$ cat src/rtl/mandelbrot_mem_pkg.sv
// Shared DDR2/MCB constants, default frame geometry and state encoding for the
// Mandelbrot iteration frame writer and reader.
package mandelbrot_mem_pkg;

    localparam logic [2:0]  MCB_INSTR_WRITE  = 3'b000;
    localparam logic [2:0]  MCB_INSTR_READ   = 3'b001;

    localparam logic [29:0] FRAME0_BASE_ADDR = 30'h0000000;
    localparam logic [29:0] FRAME1_BASE_ADDR = 30'h0400000;

    localparam int RES_H_PIXELS  = 1280;
    localparam int RES_V_LINES   = 720;
    localparam int RD_BURST_LEN  = 32;
    localparam int RD_FLUSH_IDLE = 32;

    typedef enum logic [2:0] {
        ST_FLUSH = 3'd0,
        ST_IDLE  = 3'd1,
        ST_ISSUE = 3'd2,
        ST_DRAIN = 3'd3,
        ST_DONE  = 3'd4
    } frame_state_t;

    // Counter width that never collapses to zero bits for degenerate sizes.
    function automatic int clog2_min1(input int n);
        return (n > 1) ? $clog2(n) : 1;
    endfunction

endpackage

$ cat src/rtl/raster_counter.sv
// Raster position tracker: word index plus x/y with wrap, and decoded
// start-of-line / end-of-line / last-of-frame flags for the current word.
module raster_counter
    import mandelbrot_mem_pkg::*;
#(
    parameter int H_PIXELS = RES_H_PIXELS,
    parameter int V_LINES  = RES_V_LINES,
    parameter int X_W      = clog2_min1(H_PIXELS),
    parameter int Y_W      = clog2_min1(V_LINES),
    parameter int IDX_W    = clog2_min1(H_PIXELS * V_LINES)
) (
    input  logic             clk,
    input  logic             i_srst_n,
    input  logic             i_clear,
    input  logic             i_advance,
    output logic [IDX_W-1:0] o_word_index,
    output logic             o_sol,
    output logic             o_eol,
    output logic             o_last
);

    localparam logic [X_W-1:0] X_MAX = X_W'(H_PIXELS - 1);
    localparam logic [Y_W-1:0] Y_MAX = Y_W'(V_LINES - 1);

    logic [IDX_W-1:0] r_word_index;
    logic [X_W-1:0]   r_x;
    logic [Y_W-1:0]   r_y;

    always_ff @(posedge clk) begin
        if (!i_srst_n || i_clear) begin
            r_word_index <= '0;
            r_x          <= '0;
            r_y          <= '0;
        end else if (i_advance) begin
            r_word_index <= r_word_index + 1'b1;
            if (r_x == X_MAX) begin
                r_x <= '0;
                r_y <= (r_y == Y_MAX) ? '0 : r_y + 1'b1;
            end else begin
                r_x <= r_x + 1'b1;
            end
        end
    end

    assign o_word_index = r_word_index;
    assign o_sol        = (r_x == '0);
    assign o_eol        = (r_x == X_MAX);
    assign o_last       = (r_x == X_MAX) && (r_y == Y_MAX);

endmodule

$ cat src/rtl/iteration_frame_reader.sv
// Streams one stored iteration frame out of DDR2 through a read-only MCB port,
// one burst outstanding at a time, as a valid/ready stream with raster markers.
module iteration_frame_reader
    import mandelbrot_mem_pkg::*;
#(
    parameter int          H_PIXELS    = RES_H_PIXELS,
    parameter int          V_LINES     = RES_V_LINES,
    parameter int          BURST_LEN   = RD_BURST_LEN,
    parameter logic [29:0] FRAME0_BASE = FRAME0_BASE_ADDR,
    parameter logic [29:0] FRAME1_BASE = FRAME1_BASE_ADDR,
    parameter int          FLUSH_IDLE  = RD_FLUSH_IDLE
) (
    input  logic        clk,
    input  logic        SYS_RESETn,
    input  logic        start,
    input  logic        frame_sel,
    input  logic        mem_calib_done,
    input  logic        cmd_full,
    output logic        cmd_en,
    output logic [2:0]  cmd_instr,
    output logic [5:0]  cmd_bl,
    output logic [29:0] cmd_byte_addr,
    input  logic [31:0] rd_data,
    input  logic        rd_empty,
    input  logic [6:0]  rd_count,
    output logic        rd_en,
    output logic [31:0] out_data,
    output logic        out_valid,
    input  logic        out_ready,
    output logic        out_sol,
    output logic        out_eol,
    output logic        out_last,
    output logic        busy,
    output logic        frame_done
);

    localparam int IDX_W = clog2_min1(H_PIXELS * V_LINES);
    localparam int BC_W  = clog2_min1(BURST_LEN);
    localparam int FC_W  = $clog2(FLUSH_IDLE + 1);
    localparam logic [BC_W-1:0] BURST_LAST = BC_W'(BURST_LEN - 1);
    localparam logic [FC_W-1:0] FLUSH_LAST = FC_W'(FLUSH_IDLE - 1);

    frame_state_t     r_state, w_state_next;
    logic [29:0]      r_base, r_cmd_addr;
    logic [BC_W-1:0]  r_burst_cnt;
    logic [FC_W-1:0]  r_idle_cnt;
    logic [IDX_W-1:0] w_word_index;
    logic [29:0]      w_base_sel, w_next_off;
    logic             w_go, w_xfer, w_burst_last, w_flush_done;
    logic             w_sol, w_eol, w_last;
    logic             w_unused_rd_count;

    assign w_go         = start & mem_calib_done;
    assign w_xfer       = (r_state == ST_DRAIN) & ~rd_empty & out_ready;
    assign w_burst_last = (r_burst_cnt == BURST_LAST);
    assign w_flush_done = rd_empty && (r_idle_cnt == FLUSH_LAST);
    assign w_base_sel   = frame_sel ? FRAME1_BASE : FRAME0_BASE;
    // Byte offset of the word after the one being accepted: the next burst's start.
    assign w_next_off   = (30'(w_word_index) + 30'd1) << 2;
    assign w_unused_rd_count = ^rd_count;

    raster_counter #(
        .H_PIXELS (H_PIXELS),
        .V_LINES  (V_LINES),
        .IDX_W    (IDX_W)
    ) u_raster (
        .clk          (clk),
        .i_srst_n     (SYS_RESETn),
        .i_clear      ((r_state == ST_IDLE) && w_go),
        .i_advance    (w_xfer),
        .o_word_index (w_word_index),
        .o_sol        (w_sol),
        .o_eol        (w_eol),
        .o_last       (w_last)
    );

    always_ff @(posedge clk) begin
        if (!SYS_RESETn) r_state <= ST_FLUSH;
        else             r_state <= w_state_next;
    end

    always_comb begin
        w_state_next = r_state;
        case (r_state)
            ST_FLUSH: if (w_flush_done) w_state_next = ST_IDLE;
            ST_IDLE:  if (w_go)         w_state_next = ST_ISSUE;
            ST_ISSUE: if (!cmd_full)    w_state_next = ST_DRAIN;
            ST_DRAIN: begin
                if (w_xfer && w_last)            w_state_next = ST_DONE;
                else if (w_xfer && w_burst_last) w_state_next = ST_ISSUE;
            end
            ST_DONE:  w_state_next = ST_IDLE;
            default:  w_state_next = ST_FLUSH;
        endcase
    end

    always_comb begin
        cmd_en     = 1'b0;
        rd_en      = 1'b0;
        out_valid  = 1'b0;
        frame_done = 1'b0;
        busy       = 1'b1;
        case (r_state)
            ST_FLUSH: rd_en = ~rd_empty;
            ST_IDLE:  busy = 1'b0;
            ST_ISSUE: cmd_en = ~cmd_full;
            ST_DRAIN: begin
                out_valid = ~rd_empty;
                rd_en     = w_xfer;
            end
            ST_DONE:  frame_done = 1'b1;
            default:  ;
        endcase
    end

    always_ff @(posedge clk) begin
        if (!SYS_RESETn) begin
            r_base      <= '0;
            r_cmd_addr  <= '0;
            r_burst_cnt <= '0;
            r_idle_cnt  <= '0;
        end else begin
            if (r_state == ST_FLUSH) r_idle_cnt <= rd_empty ? r_idle_cnt + 1'b1 : '0;
            else                     r_idle_cnt <= '0;

            // Address is settled before ISSUE is entered so it never moves while a command waits.
            if ((r_state == ST_IDLE) && w_go) begin
                r_base     <= w_base_sel;
                r_cmd_addr <= w_base_sel;
            end else if (w_xfer && w_burst_last && !w_last) begin
                r_cmd_addr <= r_base + w_next_off;
            end

            if ((r_state == ST_ISSUE) && !cmd_full) r_burst_cnt <= '0;
            else if (w_xfer)                        r_burst_cnt <= r_burst_cnt + 1'b1;
        end
    end

    assign cmd_instr     = MCB_INSTR_READ;
    assign cmd_bl        = 6'(BURST_LEN - 1);
    assign cmd_byte_addr = r_cmd_addr;
    assign out_data      = rd_data;
    assign out_sol       = out_valid & w_sol;
    assign out_eol       = out_valid & w_eol;
    assign out_last      = out_valid & w_last;

endmodule

$ cat config.mk
export PLATFORM = sky130hd
export DESIGN_NAME = iteration_frame_reader
export DESIGN_NICKNAME = d
export VERILOG_FILES = /design/src/rtl/mandelbrot_mem_pkg.sv /design/src/rtl/raster_counter.sv /design/src/rtl/iteration_frame_reader.sv
export SDC_FILE = /design/constraint.sdc
export NUM_CORES = 1
export LEC_CHECK = 0
export ABC_AREA = 1
export CORE_ASPECT_RATIO = 1.1
export CORE_MARGIN = 5
export CORE_UTILIZATION = 35
export CTS_CLUSTER_DIAMETER = 100
export DETAILED_ROUTE_END_ITERATION = 7
export PLACE_DENSITY = 0.61
export SLEW_MARGIN = 40
export SYNTH_ARGS = -nofsm -noshare
export SYNTH_HDL_FRONTEND = slang
export SYNTH_HIERARCHICAL = 1
export SYNTH_SLANG_ARGS = --single-unit
$ cat constraint.sdc
create_clock -name clk -period 2.45 [get_ports clk]
set_input_delay 0.49 -clock clk [delete_from_list [all_inputs] [get_ports clk]]
set_output_delay 0.49 -clock clk [all_outputs]
set_load 0.03 [all_outputs]
==> qor.yml, run 1 <==
die_w_um: 120
dp_slack_ns: 0.0714
hold_viol: 0
cts_tree: "built"
overflow: 0
avgSynthCellArea_um2: 6.61
dieArea_mm2: 0.0157
status: "finished, final reports clean"
fin_crit_sh_pct: 97.1
synth_edf_count: 0
fillers: 1395
synth-seq-cells: 78
final_nets: 785
critPathCaptureType: "primary output"
max_slew.worst_pin.slew_ns: 0.676
p_sw_share_pct: 24.2
io_buffers: 37
fin_setup_tns_ns: 0
min_period_ns: 2.38
clockPowerShare_pct: 47.3
final_max_slew_viol_count: 0
clock_path_buffers: 2
clkLatencyLatePin_ns: 0.33
cap_viol_max_count: 0
vias: 4110
netlist_instances: 705
min_path_type: "register to register"
synth_top_cells_by_area: "dfxtp_1 (33%), nand2_1 (13%), nor2_1 (9.1%), buf_4 (7.9%), inv_1 (6.4%)"
ant_nets: 0
placementRows: 44
power-per-cell-area_mw_per_mm2: 601
crit_arrival_ns: 1.89
seq_area_frac_synth_pct: 33.5
die_h_um: 131
grt_pass1_wl_um: 16800
drive_gt1_share_pct: 10.2
drt_iter0_drc: 182
grt_max_degree: 23
area_growth_pct: 14.6
max_freq_mhz: 420
p_seq_share_pct: 40.9
reg2reg_depth: 12
cts.reportedPaths.clkPinSlew_ns: 0.06
yosys_warnings: 6
yosys.area.top_type: "dfxtp_1"
cp.required_ns: 1.96
cts_buffers: 9
stdcell_count: 894
wl_um: 9900
grt_pass1_vias: 3746
routedWlPerCell_um: 11.1
synth_common_cells: "nand2_1 (158), nor2_1 (113), inv_1 (80)"
p_int_uw: 2430
setup_violations: 0
path_class: "primary input to primary output"
slew_headroom_pct: 54.7
synth_top_area_share_pct: 33.5
n_antenna_cell: 0
drcViolationCount: 0
num_io_pins: 126
hpwl_um: 7540
core_area_mm2: 0.0132
crit_fanout: 5
power_switching_uw: 776
cts_sinks: 78
whs_path_depth: 1
antenna_found_initial: 0
holdWs_ns: 0.450
synth_most_common_cell: "nand2_1"
synthFlopType: "dfxtp_1"
start_util_pct: 35.4
ir_drop_mv: 0.358
leakage_uw: 0.00222
ys_types: 35
vias_per_cell: 4.60
setup_ws_ns: 0.0712
htreeDepth: 3
syn-cell-area_mm2: 0.00466
cp-start-kind: "primary input"
ys_async_sr_fraction_pct: 0
pwr-share-comb_pct: 11.8
worst_clock_skew_ns: 0.00789
ctsRootBufferMaster: "clkbuf_16"
grtUsageTotal_pct: 13.0
routabilityCongestion: 0.830
dr.pass1.iters: 5
dp_cells: 877
-- layout by cell type, fill, tap and decap left out, types with 5 or more instances in the layout --
cell,synthesis,routed
nand3_1,57,56
dfxtp_1,78,77
clkbuf_16,0,9
clkdlybuf4s50_1,0,33
ha_1,9,8
inv_1,80,80
nor2_2,6,8
conb_1,2,17
nor3_1,14,14
nand4_1,12,12
buf_4,49,26
a21oi_1,36,36
nand2_2,5,5
nand2_1,158,158
nor2_1,113,111
o21ai_0,28,28
xor2_1,9,9
-- through the flow --
step | power (uW) | area [um2] | util [%]
final | 3210 | 5340 | 40.6
after global routing | 3350 | 5340 | 40.6
after CTS | 3250 | 5320 | 40.5
after detailed placement | 1720 | 4980 | 37.8
after global placement | 1720 | 4980 | 37.8
after floorplan | 1730 | 4720 | -
-- power by group through the flow --
stage / Clock (uW) / Combinational [uW] / Sequential (uW)
global placement: 0 / 381 / 1340
detailed placement: 0 / 381 / 1340
CTS: 1560 / 382 / 1310
finish: 1520 / 380 / 1310
global route: 1610 / 425 / 1320
floorplan: 0 / 381 / 1350
-- flip-flops by register name, indices dropped and copies added (netlist names) --
register,count
r_burst_cnt,5
cmd_byte_addr,22
u_raster/r_x,11
u_raster/o_word_index,20
u_raster/r_y,10
r_idle_cnt,6
r_base,1
r_state,3
-- repair_timing --
item,CTS,global route
setup endpoints to repair,1,1
setup buffers,0,2
pin swaps,0,2
hold buffers,0,0
gates resized for setup,3,2
-- metal layers --
metal  wire length [um]  track usage, %  up-vias
met5                  0               0        -
met4                216            6.33        0
met3                484            3.01       23
met2               4480            21.2       64
met1               4720            16.2     1800
li1                   -               -     2223
-- cell families (layout without fill, tap and decap cells) --
logic type               count (synthesis)  in the layout  synth area share, %
AO/OA/AOI/OAI                           74             74                 8.56
XOR/XNOR                                12             12                 2.25
adder cells (fa/ha/maj)                  9              9                 2.42
buffers and inverters                  146            159                 16.9
flip-flops                              78             78                 33.5
other                                    2             17                0.161
AND/OR/NAND/NOR                        384            384                 36.2
-- layout make-up --
| class | instances | area, um2 | share of cell area (%) |
|---|---|---|---|
| repair buffers | 60 | 546 | 10.2 |
| inverters | 84 | 315 | 5.90 |
| clock buffers | 11 | 243 | 4.54 |
| clock inverters | 4 | 95.1 | 1.78 |
| multi-input cells | 496 | 2380 | 44.5 |
| flip-flops and latches | 78 | 1560 | 29.3 |
| well taps | 161 | 201 | 3.77 |
-- path summary, 6_finish.rpt --
path                            end                startpoint  slack [ns]
setup / recovery          out_valid                  rd_empty        0.07
hold / removal        r_idle_cnt[0]             r_idle_cnt[0]        0.45
setup reg to reg  cmd_byte_addr[22]  u_raster/o_word_index[1]        0.34
hold reg to reg       r_idle_cnt[0]             r_idle_cnt[0]        0.45
-- critical path, cell delays in order --
cell and delay [ns]:
clkdlybuf4s50_1 0.49, nor2_4 0.21, clkdlybuf4s50_1 0.70
(Power assumes the default switching activity.)
==> run 2: changes to the inputs <==
- CTS_CLUSTER_SIZE: default -> 14
==> results of run 2 <==
Same layout as run 1: the final DEF is identical, and so are final timing and power.
